**src/rtl/kpscan_pkg.sv**
```systemverilog
// kpscan_pkg: shared constants and helpers for the keypad scanner
package kpscan_pkg;
  localparam int KP_NKEYS = 16;
  localparam int KP_EVT_W = 5;
  localparam int EVT_PRESS = 4;
  localparam int WB_VALID = 31;
  localparam int WB_POP = 31;
  localparam int WB_FLUSH = 30;
  function automatic logic [3:0] lowest_set(input logic [KP_NKEYS-1:0] v);
    lowest_set = '0;
    for (int i = KP_NKEYS - 1; i >= 0; i--) if (v[i]) lowest_set = 4'(i);
  endfunction
endpackage

```
**src/rtl/kpfifo.sv**
```systemverilog
// kpfifo: small synchronous event FIFO with push, pop and flush
module kpfifo #(
  parameter int LGFIFO = 2,
  parameter int W = 5
) (
  input  logic         i_clk,
  input  logic         i_rst_n,
  input  logic         i_push,
  input  logic         i_pop,
  input  logic         i_flush,
  input  logic [W-1:0] i_data,
  output logic         o_full,
  output logic         o_empty,
  output logic [W-1:0] o_head
);
  localparam int DEPTH = 1 << LGFIFO;
  logic [W-1:0] mem_q [DEPTH];
  logic [LGFIFO-1:0] wr_q, wr_d, rd_q, rd_d;
  logic [LGFIFO:0] cnt_q, cnt_d;
  logic do_push, do_pop;
  assign o_empty = cnt_q == '0;
  assign o_full = cnt_q == (LGFIFO + 1)'(DEPTH);
  assign o_head = mem_q[rd_q];
  assign do_pop = i_pop && !o_empty;
  assign do_push = i_push && (!o_full || do_pop);
  // pointer and count next state; flush overrides any push or pop
  always_comb begin
    wr_d = i_flush ? '0 : wr_q + LGFIFO'(do_push);
    rd_d = i_flush ? '0 : rd_q + LGFIFO'(do_pop);
    cnt_d = i_flush ? '0 : cnt_q + (LGFIFO + 1)'(do_push) - (LGFIFO + 1)'(do_pop);
  end
  // pointer and count registers
  always_ff @(posedge i_clk or negedge i_rst_n)
    if (!i_rst_n) begin
      wr_q <= '0;
      rd_q <= '0;
      cnt_q <= '0;
    end else begin
      wr_q <= wr_d;
      rd_q <= rd_d;
      cnt_q <= cnt_d;
    end
  // storage needs no reset; the head is only trusted when non-empty
  always_ff @(posedge i_clk)
    if (do_push && !i_flush) mem_q[wr_q] <= i_data;
endmodule

```
**src/rtl/kpscan.sv**
```systemverilog
// kpscan: 4x4 keypad scanner with frame debounce and press/release event FIFO
module kpscan
  import kpscan_pkg::*;
#(
  parameter logic [15:0] SCAN_DIV = 16'd8000,
  parameter int DEBOUNCE = 3,
  parameter int LGFIFO = 2
) (
  input  logic        i_clk,
  input  logic        i_rst_n,
  input  logic        i_wb_cyc,
  input  logic        i_wb_stb,
  input  logic        i_wb_we,
  input  logic [31:0] i_wb_data,
  output logic [31:0] o_wb_data,
  output logic [3:0]  o_kp_col,
  input  logic [3:0]  i_kp_row,
  output logic        o_kp_int
);
  logic [15:0] div_q, div_d;
  logic [1:0] col_q, col_d;
  logic [3:0] kcol_q, kcol_d, sync1_q, sync2_q, stab_q, stab_d, k;
  logic [KP_NKEYS-1:0] raw_q, raw_d, prev_q, km_q, km_d, diff;
  logic [KP_EVT_W-1:0] evt, head;
  logic tick, fd_q, stable, push_req, push, pop, flush, full, empty, int_q, unused;
  assign tick = div_q == SCAN_DIV - 16'd1;
  assign pop = i_wb_stb && i_wb_we && i_wb_data[WB_POP];
  assign flush = i_wb_stb && i_wb_we && i_wb_data[WB_FLUSH];
  assign unused = &{1'b0, i_wb_cyc, i_wb_data[29:0]};
  // divider, column drive and raw frame capture on each column step
  always_comb begin
    div_d = tick ? '0 : div_q + 16'd1;
    col_d = tick ? col_q + 2'd1 : col_q;
    kcol_d = tick ? ~(4'b1 << col_d) : kcol_q;
    raw_d = raw_q;
    if (tick) raw_d[{col_q, 2'b00} +: 4] = ~sync2_q;
  end
  // debounce count and lowest-index change selection for event generation
  always_comb begin
    stab_d = (raw_q != prev_q) ? '0 : (stab_q == 4'(DEBOUNCE)) ? stab_q : stab_q + 4'd1;
    stable = stab_d >= 4'(DEBOUNCE - 1);
    diff = raw_q ^ km_q;
    k = lowest_set(diff);
    evt = '0;
    evt[EVT_PRESS] = raw_q[k];
    evt[3:0] = k;
    push_req = fd_q && stable && |diff;
    push = push_req && !flush && (!full || pop);
    km_d = km_q;
    if (push) km_d[k] = raw_q[k];
  end
  // scanner, synchroniser, debounce and interrupt state
  always_ff @(posedge i_clk or negedge i_rst_n)
    if (!i_rst_n) begin
      div_q <= '0;
      col_q <= '0;
      kcol_q <= 4'b1110;
      sync1_q <= 4'hF;
      sync2_q <= 4'hF;
      raw_q <= '0;
      prev_q <= '0;
      stab_q <= '0;
      km_q <= '0;
      fd_q <= 1'b0;
      int_q <= 1'b0;
    end else begin
      div_q <= div_d;
      col_q <= col_d;
      kcol_q <= kcol_d;
      sync1_q <= i_kp_row;
      sync2_q <= sync1_q;
      raw_q <= raw_d;
      fd_q <= tick && col_q == 2'd3;
      if (fd_q) prev_q <= raw_q;
      if (fd_q) stab_q <= stab_d;
      km_q <= km_d;
      int_q <= !empty;
    end
  kpfifo #(.LGFIFO(LGFIFO), .W(KP_EVT_W)) u_fifo (
    .i_clk(i_clk),
    .i_rst_n(i_rst_n),
    .i_push(push),
    .i_pop(pop),
    .i_flush(flush),
    .i_data(evt),
    .o_full(full),
    .o_empty(empty),
    .o_head(head)
  );
  assign o_kp_col = kcol_q;
  assign o_kp_int = int_q;
  assign o_wb_data = {!empty, 10'h0, empty ? {KP_EVT_W{1'b0}} : head, km_q};
endmodule

```
**config.mk**
```make
export PLATFORM = sky130hd
export DESIGN_NAME = kpscan
export DESIGN_NICKNAME = d
export VERILOG_FILES = /design/src/rtl/kpscan_pkg.sv /design/src/rtl/kpfifo.sv /design/src/rtl/kpscan.sv
export SDC_FILE = /design/constraint.sdc
export NUM_CORES = 1
export LEC_CHECK = 0
export BUFFER_PORTS_ARGS = -buffer_cell sky130_fd_sc_hd__buf_2
export CORE_MARGIN = 10
export CORE_UTILIZATION = 43
export DETAILED_ROUTE_END_ITERATION = 7
export HOLD_SLACK_MARGIN = 0.05
export PLACE_DENSITY = 0.65
export SLEW_MARGIN = 20
export SYNTH_ARGS = -nofsm -noshare
export SYNTH_HDL_FRONTEND = slang
export SYNTH_SLANG_ARGS = --single-unit
```
**constraint.sdc**
```tcl
create_clock -name i_clk -period 2.89 [get_ports i_clk]
set_input_delay 0.578 -clock i_clk [delete_from_list [all_inputs] [get_ports i_clk]]
set_output_delay 0.578 -clock i_clk [all_outputs]
set_load 0.01 [all_outputs]
```
==> flow_summary.json <==
{
  "buffer_ports.inserted": 36,
  "cp_data_required_time_ns": 2.97,
  "ys_seq_elements": 111,
  "synth_flop_cell": "sky130_fd_sc_hd__dfrtp_1",
  "root_buffer": "sky130_fd_sc_hd__clkbuf_16",
  "clkSlewWorstSetupHoldPaths_ns": 0.07,
  "timing.reg2reg.setup_slack_ns": 0.13,
  "crit_family": "simple AND/OR/NAND/NOR gates",
  "power_density_nw_per_um2": 488,
  "tritoncts_num_sinks": 111,
  "crit_path_top_delay_cell": "sky130_fd_sc_hd__dfrtp_1",
  "irDropWorstVdd_v": 0.000300,
  "postLayoutCoreUtil": 0.502,
  "clock_tree.buffer_depth": 2,
  "grtUsageTotal": 0.128,
  "adder_and_majority_cell_fraction_of_the_synthesized_area": 0.0283,
  "synth_enable_flop_cells": 20,
  "boundaryPins": 78,
  "status": "completed",
  "placement_rows": 41,
  "yosys-mux-area-fraction": 0.104,
  "clock_latency_on_the_worst_skew_pair_ns": 0.35,
  "crit_path_end": "u_fifo.mem_q[0][4]",
  "synth_top_family_by_area": "simple AND/OR/NAND/NOR gates",
  "compound_cell_area_share_of_the_yosys_netlist": 0.0778,
  "tritoncts.num_buffers": 9,
  "finalClockSkew_ns": 0.00755,
  "grt_start_max_net_pins": 54,
  "grt_setup_unrepaired": "no",
  "drtAntennaViolNets": 0,
  "timing.critical_path.to_type": "flip-flop",
  "finalHoldViolCount": 0,
  "filler_cell_count": 1143,
  "cp_num_cells": 9,
  "placeableCoreArea_um2": 12700,
  "crit_path_cell_trace": "xor2_2 > nor4b_2 > a211oi_2 > or3_1 > nand2_2 > inv_4 > a21oi_2 > a22oi_1 > a221o_1",
  "wl_per_cell_um": 15.6,
  "die_w_um": 134,
  "die-area_um2": 17900,
  "synth_top_cells_by_area": "sky130_fd_sc_hd__dfrtp_1 36%, sky130_fd_sc_hd__edfxtp_1 11%, sky130_fd_sc_hd__mux2_2 5.5%, sky130_fd_sc_hd__dfstp_2 5.2%, sky130_fd_sc_hd__xor2_1 5.2%",
  "post_synth_instance_area_um2": 5570,
  "worst_min_delay_path_class": "in -> async",
  "grt_antenna_before_repair": 0,
  "synth.most_common_cell": "sky130_fd_sc_hd__dfrtp_1",
  "multi_input_comb_area_um2": 2540,
  "worst-r2r-cell-count": 9,
  "register_area_um2": 2890,
  "crit_buf_inv": 1,
  "setup_ws_ns": 0.131,
  "detail_route.iter0.violations": 230,
  "via_count": 3660,
  "timing.final.setup_violations": 0,
  "max_cap_viol_count": 0,
  "n_antenna_cell": 0,
  "drv_slew": 0,
  "final.min_clock_period_ns": 2.76,
  "leakagePower_nw": 3.09,
  "max_stage_delay_ns": 0.48,
  "overflow": 0,
  "syn_to_final_growth_pct": 14.2,
  "max_freq_mhz": 362,
  "dp_slack_ns": -0.00234,
  "critical_path.max_fanout": 11,
  "vias_per_cell": 5.10,
  "synth_top_area_share": 0.360,
  "startpoint_type_of_the_worst_setup_path": "flip-flop",
  "yosys_warnings": 0,
  "first_global_vias": 3722,
  "post_synth_num_cell_types": 64,
  "finalWirelength_um": 11200,
  "timing_worst_setup_path_type": "reg -> reg",
  "hpwlAfterDp_um": 8260,
  "synth_area_leader_cell": "sky130_fd_sc_hd__dfrtp_1",
  "r2r-start": "raw_q[6]",
  "synth.yosys.seq_area_share": 0.519,
  "ratio_of_final_minimum_period_to_clock_period": 0.955,
  "cp_data_arrival_time_ns": 2.84,
  "synth.avg_cell_area_um2": 11.6,
  "synth_xor_area_frac": 0.0890,
  "finalSetupTns_ns": 0,
  "worstReg2RegEnd": "u_fifo.mem_q[0][4]",
  "final_stage_net_count": 593,
  "synth_async_sr_flop_share": 0.820,
  "synth_simple_gate_area_frac": 0.145,
  "floorplan.die.height_um": 134,
  "drc_errors": 0,
  "max-slew-margin-rel": 0.541,
  "critical_path.startpoint": "raw_q[6]",
  "cts_htree_levels": 3,
  "initial_core_util": 0.439,
  "post_syn_instances": 481,
  "dr.pass1.iters": 4,
  "final_layout_size_suffix_gt1_frac": 0.268,
  "grt_first_pass_wirelength_um": 18600,
  "gp_congestion": 0.886,
  "worstMarginPinSlew_ns": 0.689,
  "cts_tree": "yes",
  "place_area_um2": 6010,
  "post_layout_instance_area_um2": 6350,
  "most_used_standard_cells_in_the_synthesized_netlist": "80 x sky130_fd_sc_hd__dfrtp_1, 51 x sky130_fd_sc_hd__nor2_1, 46 x sky130_fd_sc_hd__nand2_1"
}
==> kinds of logic after synthesis <==
group,after synthesis
adders and majority gates,12
other,1
AOI/OAI and AO/OA,55
DFF,111
xor gates and xnor gates,54
buffers and inverters,40
and+or+nand+nor,164
muxes,44
==> routing by layer <==
layer,share of wire,track usage,vias up
met5,0,0,-
met4,0.016,0.0417,0
met1,0.45,0.162,1800
met3,0.045,0.0325,13
met2,0.48,0.207,68
li1,-,-,1779
==> layout make-up <==
cell class	instances	area share
flip-flops and latches	111	0.455
multi-input cells	340	0.399
repair buffers	60	0.0571
clock buffers	10	0.0360
well taps	172	0.0339
inverters	18	0.0110
clock inverters	6	0.00728
==> timing repair <==
action / CTS / global route
resized for setup: 0 / 3
setup buffers: 0 / 6
setup endpoints to repair: 0 / 17
hold buffers: 0 / 0
==> worst min-delay path by stage <==
stage / endpoint / slack (ns) / cells after the start
after floorplan: col_q[0] / 0.28 / 0
after global placement: sync2_q[0] / 0.35 / 0
after detailed placement: sync2_q[2] / 0.35 / 0
after CTS: div_q[1] / 0.29 / 1
after global routing: div_q[2] / 0.31 / 1
final: div_q[1] / 0.26 / 1
==> report_power, final <==
group	switching, mW	internal [mW]	leakage (nW)
combinational	0.128	0.113	1.52
sequential	0.0686	1.64	1.44
clock	0.561	0.591	0.132
total	0.757	2.34	3.09
==> cells in the final DEF (no fill, tap or decap), types with 6 or more instances in the layout <==
master,n
sky130_fd_sc_hd__mux2_2,27
sky130_fd_sc_hd__nor2b_1,10
sky130_fd_sc_hd__dfstp_2,11
sky130_fd_sc_hd__xnor2_1,18
sky130_fd_sc_hd__nor2_1,51
sky130_fd_sc_hd__a21oi_1,6
sky130_fd_sc_hd__buf_2,35
sky130_fd_sc_hd__ha_1,11
sky130_fd_sc_hd__o21ai_0,8
sky130_fd_sc_hd__or3_1,7
sky130_fd_sc_hd__clkbuf_16,9
sky130_fd_sc_hd__mux2_4,8
sky130_fd_sc_hd__dfrtp_1,79
sky130_fd_sc_hd__conb_1,10
sky130_fd_sc_hd__nor4_1,6
sky130_fd_sc_hd__nand2_1,46
sky130_fd_sc_hd__edfxtp_1,20
sky130_fd_sc_hd__xor2_1,32
sky130_fd_sc_hd__inv_1,17
sky130_fd_sc_hd__buf_4,25
sky130_fd_sc_hd__o31ai_1,17
sky130_fd_sc_hd__nand3_1,12
==> registers in the layout, summed over array words and instances, names as in the netlist <==
name and cells:
u_fifo.mem_q 20, div_q 16, km_q 16, prev_q 16, raw_q 16, o_kp_col 4
stab_q 4, sync1_q 4, sync2_q 4, u_fifo.cnt_q 3, col_q 2, u_fifo.rd_q 2
u_fifo.wr_q 2, fd_q 1, o_kp_int 1
==> stage by stage <==
| step | power (mW) | std cells | hold slack (ns) |
|---|---|---|---|
| floorplan | 1.88 | 490 | 0.282 |
| global placement | 1.97 | 694 | 0.346 |
| detailed placement | 1.99 | 694 | 0.347 |
| CTS | 3.14 | 710 | 0.292 |
| global route | 3.23 | 717 | 0.305 |
| finish | 3.10 | 717 | 0.258 |
==> worst register-to-register path, stage by stage, from the launching register on <==
cell and delay, ns:
sky130_fd_sc_hd__dfrtp_1 0.48, sky130_fd_sc_hd__xor2_2 0.22, sky130_fd_sc_hd__nor4b_2 0.31, sky130_fd_sc_hd__a211oi_2 0.16
sky130_fd_sc_hd__or3_1 0.36, sky130_fd_sc_hd__nand2_2 0.18, sky130_fd_sc_hd__inv_4 0.10, sky130_fd_sc_hd__a21oi_2 0.11
sky130_fd_sc_hd__a22oi_1 0.16, sky130_fd_sc_hd__a221o_1 0.40
Note: power is estimated with default switching activity, not from simulation.
